### config.mk
export PLATFORM = sky130hd
export DESIGN_NAME = uart_saida
export DESIGN_NICKNAME = d
export VERILOG_FILES = /design/src/rtl/uart_pkg.sv /design/src/rtl/fifo_sincrona.sv /design/src/rtl/uart_saida.sv
export SDC_FILE = /design/constraint.sdc
export NUM_CORES = 1
export LEC_CHECK = 0
export BUFFER_PORTS_ARGS = -buffer_cell sky130_fd_sc_hd__buf_2
export CORE_AREA = 2 2 89 91
export DETAILED_ROUTE_END_ITERATION = 7
export DIE_AREA = 0 0 91 93
export SYNTH_ARGS = -nofsm -noshare
export SYNTH_HDL_FRONTEND = slang
export SYNTH_SLANG_ARGS = --single-unit
### constraint.sdc
create_clock -name clk -period 5.73 [get_ports clk]
set_input_delay 0.8595 -clock clk [delete_from_list [all_inputs] [get_ports clk]]
set_output_delay 0.8595 -clock clk [all_outputs]
set_load 0.05 [all_outputs]
### src/rtl/uart_pkg.sv
// Shared definitions for the UART output port: transmitter FSM states and 8N1 frame layout.
package uart_pkg;

  typedef enum logic [1:0] {
    IDLE,
    START,
    DATA,
    STOP
  } uart_state_e;

  localparam int unsigned DataBits  = 8;
  localparam int unsigned StartBits = 1;
  localparam int unsigned StopBits  = 1;
  localparam int unsigned FrameBits = StartBits + DataBits + StopBits;

endpackage

### src/rtl/fifo_sincrona.sv
// Single-clock FIFO with first-word fall-through read data; a push while full is accepted
// only when a pop happens in the same cycle.
module fifo_sincrona #(
  parameter int unsigned Width = 8,
  parameter int unsigned Depth = 4
) (
  input  logic             clk_i,
  input  logic             rst_i,
  input  logic             push_i,
  input  logic             pop_i,
  input  logic [Width-1:0] wdata_i,
  output logic [Width-1:0] rdata_o,
  output logic             full_o,
  output logic             empty_o
);

  localparam int unsigned PtrW = $clog2(Depth);
  localparam int unsigned CntW = PtrW + 1;

  logic [Width-1:0] mem_q [Depth];
  logic [PtrW-1:0]  wr_ptr_q, wr_ptr_d;
  logic [PtrW-1:0]  rd_ptr_q, rd_ptr_d;
  logic [CntW-1:0]  count_q, count_d;
  logic             do_push, do_pop;

  assign full_o  = (count_q == CntW'(Depth));
  assign empty_o = (count_q == '0);
  assign rdata_o = mem_q[rd_ptr_q];

  assign do_pop  = pop_i && !empty_o;
  assign do_push = push_i && (!full_o || do_pop);

  always_comb begin
    wr_ptr_d = wr_ptr_q;
    rd_ptr_d = rd_ptr_q;
    count_d  = count_q;
    if (do_push) wr_ptr_d = wr_ptr_q + 1'b1;
    if (do_pop)  rd_ptr_d = rd_ptr_q + 1'b1;
    unique case ({do_push, do_pop})
      2'b10:   count_d = count_q + 1'b1;
      2'b01:   count_d = count_q - 1'b1;
      default: count_d = count_q;
    endcase
  end

  always_ff @(posedge clk_i) begin
    if (rst_i) begin
      wr_ptr_q <= '0;
      rd_ptr_q <= '0;
      count_q  <= '0;
    end else begin
      wr_ptr_q <= wr_ptr_d;
      rd_ptr_q <= rd_ptr_d;
      count_q  <= count_d;
    end
  end

  // Storage needs no reset: the count gates every read.
  always_ff @(posedge clk_i) begin
    if (do_push) mem_q[wr_ptr_q] <= wdata_i;
  end

endmodule

### src/rtl/uart_saida.sv
// Processor output port: bytes strobed in by load are queued and sent as 8N1 frames on tx.
module uart_saida
  import uart_pkg::*;
#(
  parameter int unsigned CLKS_PER_BIT = 434,
  parameter int unsigned FIFO_DEPTH   = 4
) (
  input  logic       clk,
  input  logic       rst,
  input  logic [7:0] dadoIn,
  input  logic       load,
  output logic       tx,
  output logic       busy,
  output logic       full,
  output logic       overflow
);

  localparam int unsigned BaudW = (CLKS_PER_BIT > 1) ? $clog2(CLKS_PER_BIT) : 1;
  localparam logic [BaudW-1:0] BaudLast = BaudW'(CLKS_PER_BIT - 1);
  localparam logic [2:0] BitLast = 3'(DataBits - 1);

  uart_state_e state_q, state_d;
  logic [BaudW-1:0] baud_q, baud_d;
  logic [2:0]       bit_q, bit_d;
  logic [7:0]       shift_q, shift_d;
  logic             tx_q, tx_d;
  logic             overflow_q, overflow_d;

  logic       fifo_full, fifo_empty, pop;
  logic [7:0] fifo_rdata;
  logic       baud_end;

  assign pop      = (state_q == IDLE) && !fifo_empty;
  assign baud_end = (baud_q == BaudLast);

  fifo_sincrona #(
    .Width(8),
    .Depth(FIFO_DEPTH)
  ) u_fifo (
    .clk_i  (clk),
    .rst_i  (rst),
    .push_i (load),
    .pop_i  (pop),
    .wdata_i(dadoIn),
    .rdata_o(fifo_rdata),
    .full_o (fifo_full),
    .empty_o(fifo_empty)
  );

  always_comb begin
    state_d    = state_q;
    baud_d     = baud_q;
    bit_d      = bit_q;
    shift_d    = shift_q;
    tx_d       = tx_q;
    overflow_d = overflow_q | (load & fifo_full & ~pop);
    unique case (state_q)
      IDLE: begin
        tx_d = 1'b1;
        if (pop) begin
          state_d = START;
          shift_d = fifo_rdata;
          tx_d    = 1'b0;
          baud_d  = '0;
          bit_d   = '0;
        end
      end
      START: begin
        if (baud_end) begin
          state_d = DATA;
          baud_d  = '0;
          tx_d    = shift_q[0];
          shift_d = {1'b0, shift_q[7:1]};
        end else begin
          baud_d = baud_q + 1'b1;
        end
      end
      DATA: begin
        if (baud_end) begin
          baud_d = '0;
          if (bit_q == BitLast) begin
            state_d = STOP;
            tx_d    = 1'b1;
          end else begin
            bit_d   = bit_q + 3'd1;
            tx_d    = shift_q[0];
            shift_d = {1'b0, shift_q[7:1]};
          end
        end else begin
          baud_d = baud_q + 1'b1;
        end
      end
      STOP: begin
        if (baud_end) begin
          state_d = IDLE;
          baud_d  = '0;
        end else begin
          baud_d = baud_q + 1'b1;
        end
      end
      default: state_d = IDLE;
    endcase
  end

  always_ff @(posedge clk) begin
    if (rst) begin
      state_q    <= IDLE;
      baud_q     <= '0;
      bit_q      <= '0;
      shift_q    <= '0;
      tx_q       <= 1'b1;
      overflow_q <= 1'b0;
    end else begin
      state_q    <= state_d;
      baud_q     <= baud_d;
      bit_q      <= bit_d;
      shift_q    <= shift_d;
      tx_q       <= tx_d;
      overflow_q <= overflow_d;
    end
  end

  assign tx       = tx_q;
  assign busy     = (state_q != IDLE) || !fifo_empty;
  assign full     = fifo_full;
  assign overflow = overflow_q;

endmodule

* Word level (Yosys, flattened, before mapping) *
Memories as Yosys holds them, arrays and structs flattened. A register that Yosys moved wholly into a read port is not among the register bits.
Cells that the tools add are included.

cells by class
  muxes and demuxes = 28
  eq/ne operators = 14
  $add $sub $neg = 6
  bitwise operators = 4
  reduce and logical (&&, ||, !) cells = 18

operators with widths
  operator             count
  $mux 8               4
  $pmux 8 s3           1
  $mux 9               2
  $pmux 9 s2           1
  $mux 2               7
  $ne 2x2->1 const B   6
  $pmux 3 s2           2
  $reduce_and 5->1     2
  $add 9x1->9 const B  1
  $eq 9x9->1 const B   1
  $mux 3               3
  $pmux 2 s4           1
  $add 3x1->3 const B  2
  $eq 2x2->1 const B   3
  $eq 3x3->1 const B   2
  $mux 1               6
  $reduce_bool 2->1    3
  $add 2x1->2 const B  2
  $eq 2x1->1 const B   2
  $reduce_and 4->1     1
  $logic_and 1x1->1    3
  $logic_not 3->1      1
  $pmux 1 s3           1
  $reduce_and 3->1     1
  other kinds (9)      12

storage, ports and cells
  logic and storage cells = 80
  bits in writable memories = 32
  memories kept = 1
  output and inout port bits = 4
  input port bits = 11
  register bits after elaboration = 31

memories
  memory        words  width  read ports  clocked after memory_dff  write ports  line                 RTL
  u_fifo.mem_q  4      8      1           1                         1            fifo_sincrona.sv:20  logic [Width-1:0] mem_q [Depth];

* Longest topological paths before layout *
  word-level depth = 8
  depth in mapped cells = 9
  gate-level depth less buffers = 9

* Cells and area by module *
Synthesis repeated with hierarchy kept, for this count alone.

second synthesis, totals
  cell total of the unflattened synthesis = 248
  area, all modules = 3,076.7 um^2

modules (own cells, without submodules)
  module         cells an instance  area each (um^2)  times used  seq. area each (um^2)
  fifo_sincrona  96                 1,645.3           1           1,141.1
  uart_saida     152                1,431.4           1           480.5

* Worst setup path after synthesis *
OpenSTA, ideal clock, no wires.

  kind = input to register
  from = in load
  to = reg u_fifo.count_q[2]
  library setup time = 0.121 ns
  data required time = 5.609 ns
  stages on the path = 6
  path slack = 3.565 ns
  arrival = 2.045 ns
  cell sequence = or2_1 -> fa_1 -> inv_1 -> nor3_1 -> a31oi_1 -> mux2_2

on the way
  word-level cells in the longest chain between the ends = 3
  elaborated cells between the ends (all ways) = 5
  those cells by class = eq/ne: 2; mux: 1; reduce/logical: 2

RTL lines
  what                                             line                 RTL
  start, declared                                  uart_saida.sv:11     input logic load,
  $logic_and 1x1->1 *                              fifo_sincrona.sv:31  assign do_push = push_i && (!full_o || do_pop);
  $eq 2x1->1 or $eq 2x2->1 (tied branches)         fifo_sincrona.sv:39  unique case ({do_push, do_pop})
  $pmux 3 s2 or $reduce_bool 2->1 (tied branches)  -
  end signal, assigned                             fifo_sincrona.sv:54  count_q <= count_d;
  end, declared                                    fifo_sincrona.sv:23  logic [CntW-1:0] count_q, count_d;

Every way passes the cells marked *; elsewhere a longest branch is shown, timed or not.
A chain may end at the register's enable or synchronous reset.

* Worst setup path after layout *
  from = reg state_q[0]
  to = out busy

on the way
  word-level cells in the longest chain between the ends = 2

RTL lines
  what                    line               RTL
  start, declared         uart_saida.sv:22   uart_state_e state_q, state_d;
  start signal, assigned  uart_saida.sv:114  state_q <= state_d;
  $reduce_bool 2->1       uart_saida.sv:124  assign busy = (state_q != IDLE) || !fifo_empty;
  $logic_or 1x1->1        uart_saida.sv:124
  end, declared           uart_saida.sv:13   output logic busy,

Every way passes these cells.

==> impl_results.md <==
- Result of the run: completed
- Post-detailed-route via-to-cell ratio: 5.00
- Min setup slack post-route: 2.33 ns
- Slew at the pin closest to its max-slew limit: 1.09 ns
- Die extent in y: 93 um
- Most common cell after layout, fill and taps aside: sky130_fd_sc_hd__dfxtp_1
- Port Buffer Count: 14
- Root Buffer Master: sky130_fd_sc_hd__clkbuf_8
- Final count of pins violating max slew: 0
- Fin Setup TNS: 0 ns
- H-tree depth: 3
- Share of synthesized flip-flops with an asynchronous set or reset: 0%
- Pre-CTS setup slack: 2.71 ns
- Count of buffering cells on the critical path with inverters included: 3
- Number of cells upsized or downsized after cts: 0
- Slowest stage cell on the critical path: sky130_fd_sc_hd__nor4b_2
- Reg clk slew, reported paths: 0.08 ns
- Yosys cell types: 51
- Syn_nets: 263
- Floorplan die area: 8460 um^2
- Avg Cell Area, Syn: 12.6 um^2
- Kind of start point of the critical path: register
- Post-Route M1 WL: 2620 um
- Storage cell area: 1620 um^2
- Overall die width: 91 um
- Worst skew pair latency: 0.34 ns
- Setup-violating endpoint count in the final report: 0
- Share of post-route cells with drive strength above 1: 19.9%
- Core region area: 7530 um^2
- Maximum clock skew at final layout: 0.0147 ns
- Number of buffers created by CTS: 9
- Total number of yosys warnings: 0
- Relative slew slack: 27.3%
- Worst EP arrival: 2.54 ns
- Total detailed-routing wirelength: 5100 um
- Leakage power: 1.17 nW
- Synthesized netlist cell count: 238
- Highest routing layer actually used: met4
- Largest area contributor in the netlist: sky130_fd_sc_hd__edfxtp_1
- Total overflow reported by the global router: 0
- Sum of met2 wire segment lengths after detailed routing: 2260 um
- HPWL after detailed placement: 3480 um
- Total area of multi-input combinational cells: 1260 um^2
- Maximum clock frequency: 0.294 GHz
- DR DRC count: 0
- Initial core utilization: 39.8%
- Critical path, cell by cell: inv_1 > ha_1 > nor4b_2 > inv_1 > buf_2
- Proportion of netlist area held by the largest area contributor: 32.1%
- Number of antenna violations at the first check in global routing: 0
- Number of vias after detailed routing: 1791
- GPL Wtd Cong: 0.774
- CP peak stage delay: 0.74 ns
- Largest net degree at the start of global routing: 31
- Total routing resource utilization after global routing: 13.3%
- Antenna viol nets, final: 0
- Number of DRC violations after detailed-routing iteration 0: 96
- Top cells by area, synth: sky130_fd_sc_hd__edfxtp_1 (32%), sky130_fd_sc_hd__dfxtp_1 (22%), sky130_fd_sc_hd__mux4_2 (6.0%), sky130_fd_sc_hd__ha_1 (5.4%), sky130_fd_sc_hd__nor2_1 (2.8%)
- Highest fanout seen on the critical path: 11
- Worst Setup Path Type: register to output port
- Synth Register Bits: 65
- Commonest cells after routing, fill and taps aside: sky130_fd_sc_hd__dfxtp_1 (33), sky130_fd_sc_hd__edfxtp_1 (32), sky130_fd_sc_hd__nor2_1 (22)
- CP required: 4.87 ns
- Drt pass-1 iters: 4
- TritonCTS clock tree: yes
- Area growth from synthesis to layout: 11.1%
- Average wire length per cell after detail routing: 14.2 um
- RSZ-0062 raised after global routing: no
- Fillers: 708
- Total power divided by cell area: 501 nW/um^2
- Main flop type after synthesis: sky130_fd_sc_hd__dfxtp_1
- Final Hold Vio Count: 0
- CTS sink cnt: 65
- Site row count: 32
- Number of hold-repair buffers added at the cts stage: 0
- Diodes inserted: 0
- First-pass GRT wire length: 8870 um
- NumNets Final: 276
- Met3 layer wire length in the routed design: 161 um
- Cell occurring most often along the worst timing path: sky130_fd_sc_hd__inv_1
- IR drop worst, VDD: 182 uV
- Post-Syn Area: 2990 um^2
- Boundary pin count: 15
- Cell family with most CP delay: buffers and inverters
- Maximum capacitance violations: 0
- Via count of the first global-routing pass: 1771
- Type of element capturing the critical path: output port
- Number of flops mapped to enable cells by yosys: 32
- Buffers inserted by post-CTS timing repair: 0
- Final period utilization: 59.3%
- Final period demand of the worst path: 3.40 ns
- Maximum clock insertion buffer count: 2
- Worst hold path class: register to register
- Sequential fraction of the synthesis area: 54.2%
stage by stage:
stage / total power, mW / util (%) / hold slack (ns) / instances / cell area [um^2]
3_3_place_gp: 1.27 / 41.5 / 0.454 / 342 / 3120
5_1_grt: 1.79 / 44.2 / 0.512 / 358 / 3330
6_report: 1.67 / 44.2 / 0.465 / 358 / 3330
2_1_floorplan: 1.19 / - / 0.454 / 238 / 2990
3_5_place_dp: 1.27 / 41.5 / 0.456 / 342 / 3120
4_1_cts: 1.68 / 44.2 / 0.474 / 358 / 3330
flip-flops by register name, indices dropped and copies added (netlist names), 2 cells and up, named ones only:
| signal | cells |
|---|---|
| u_fifo.mem_q | 32 |
| u_fifo.wr_ptr_q | 2 |
| baud_q | 9 |
| u_fifo.rd_ptr_q | 2 |
| bit_q | 3 |
| shift_q | 8 |
| u_fifo.count_q | 3 |
| state_q | 2 |
power breakdown:
| part | total, mW | internal [mW] | switching [mW] |
|---|---|---|---|
| Sequential | 0.632 | 0.568 | 0.0634 |
| Combinational | 0.629 | 0.254 | 0.375 |
| Clock | 0.404 | 0.208 | 0.196 |
| Total | 1.67 | 1.03 | 0.635 |
synthesized netlist by cell type (2+ instances only):
cell,number
sky130_fd_sc_hd__ha_1,13
sky130_fd_sc_hd__xnor2_1,5
sky130_fd_sc_hd__inv_1,12
sky130_fd_sc_hd__a31oi_1,2
sky130_fd_sc_hd__and4b_1,2
sky130_fd_sc_hd__mux4_2,8
sky130_fd_sc_hd__xor2_1,3
sky130_fd_sc_hd__nor2_1,22
sky130_fd_sc_hd__nor2b_1,2
sky130_fd_sc_hd__buf_2,3
sky130_fd_sc_hd__nand2_1,9
sky130_fd_sc_hd__nand4_1,3
sky130_fd_sc_hd__and2_1,4
sky130_fd_sc_hd__and3_1,3
sky130_fd_sc_hd__a22oi_1,2
sky130_fd_sc_hd__edfxtp_1,32
sky130_fd_sc_hd__buf_4,2
sky130_fd_sc_hd__dfxtp_1,33
sky130_fd_sc_hd__a311oi_1,8
sky130_fd_sc_hd__a21oi_1,15
sky130_fd_sc_hd__a22o_1,2
sky130_fd_sc_hd__nand4b_1,3
sky130_fd_sc_hd__o21ai_0,3
sky130_fd_sc_hd__mux2_2,4
sky130_fd_sc_hd__nor4_1,2
sky130_fd_sc_hd__nor3_1,3
sky130_fd_sc_hd__clkbuf_1,5
sky130_fd_sc_hd__buf_6,2
sky130_fd_sc_hd__mux2i_1,8
sky130_fd_sc_hd__o32ai_1,2
cells by family (layout without fill, tap and decap cells):
family	count (synthesis)	after routing	synth area share [%]
multiplexers	20	20	10.2
AND/OR/NAND/NOR	63	63	12.3
XOR/XNOR	8	8	2.34
buffers and inverters	24	42	3.89
flip-flops	65	65	54.2
adder cells (fa/ha/maj)	14	14	6.10
AO/OA/AOI/OAI	44	44	11.0
metal layers:
layer / GRT usage, % / vias to the layer above
met5: 0 / -
met4: 6.57 / 0
met3: 3.38 / 4
met2: 19.9 / 21
met1: 18.0 / 851
li1: - / 915
final timing paths:
kind	start	endpoint	slack (ns)	depth (start not counted)
worst max-delay path	state_q[0]	busy	2.33	5
worst min-delay path	tx	tx	0.47	1
worst max register to register	state_q[0]	baud_q[8]	3.18	7
worst min register to register	tx	tx	0.47	1
layout make-up:
| class | count | share of cell area [%] |
|---|---|---|
| Inverter | 12 | 1.35 |
| Clock inverter | 7 | 2.45 |
| Clock buffer | 9 | 3.72 |
| Tap cell | 102 | 3.84 |
| Timing Repair Buffer | 14 | 2.11 |
| Sequential cell | 65 | 48.8 |
| Multi-Input combinational cell | 149 | 37.8 |
Note: power is estimated with default switching activity, not from simulation.
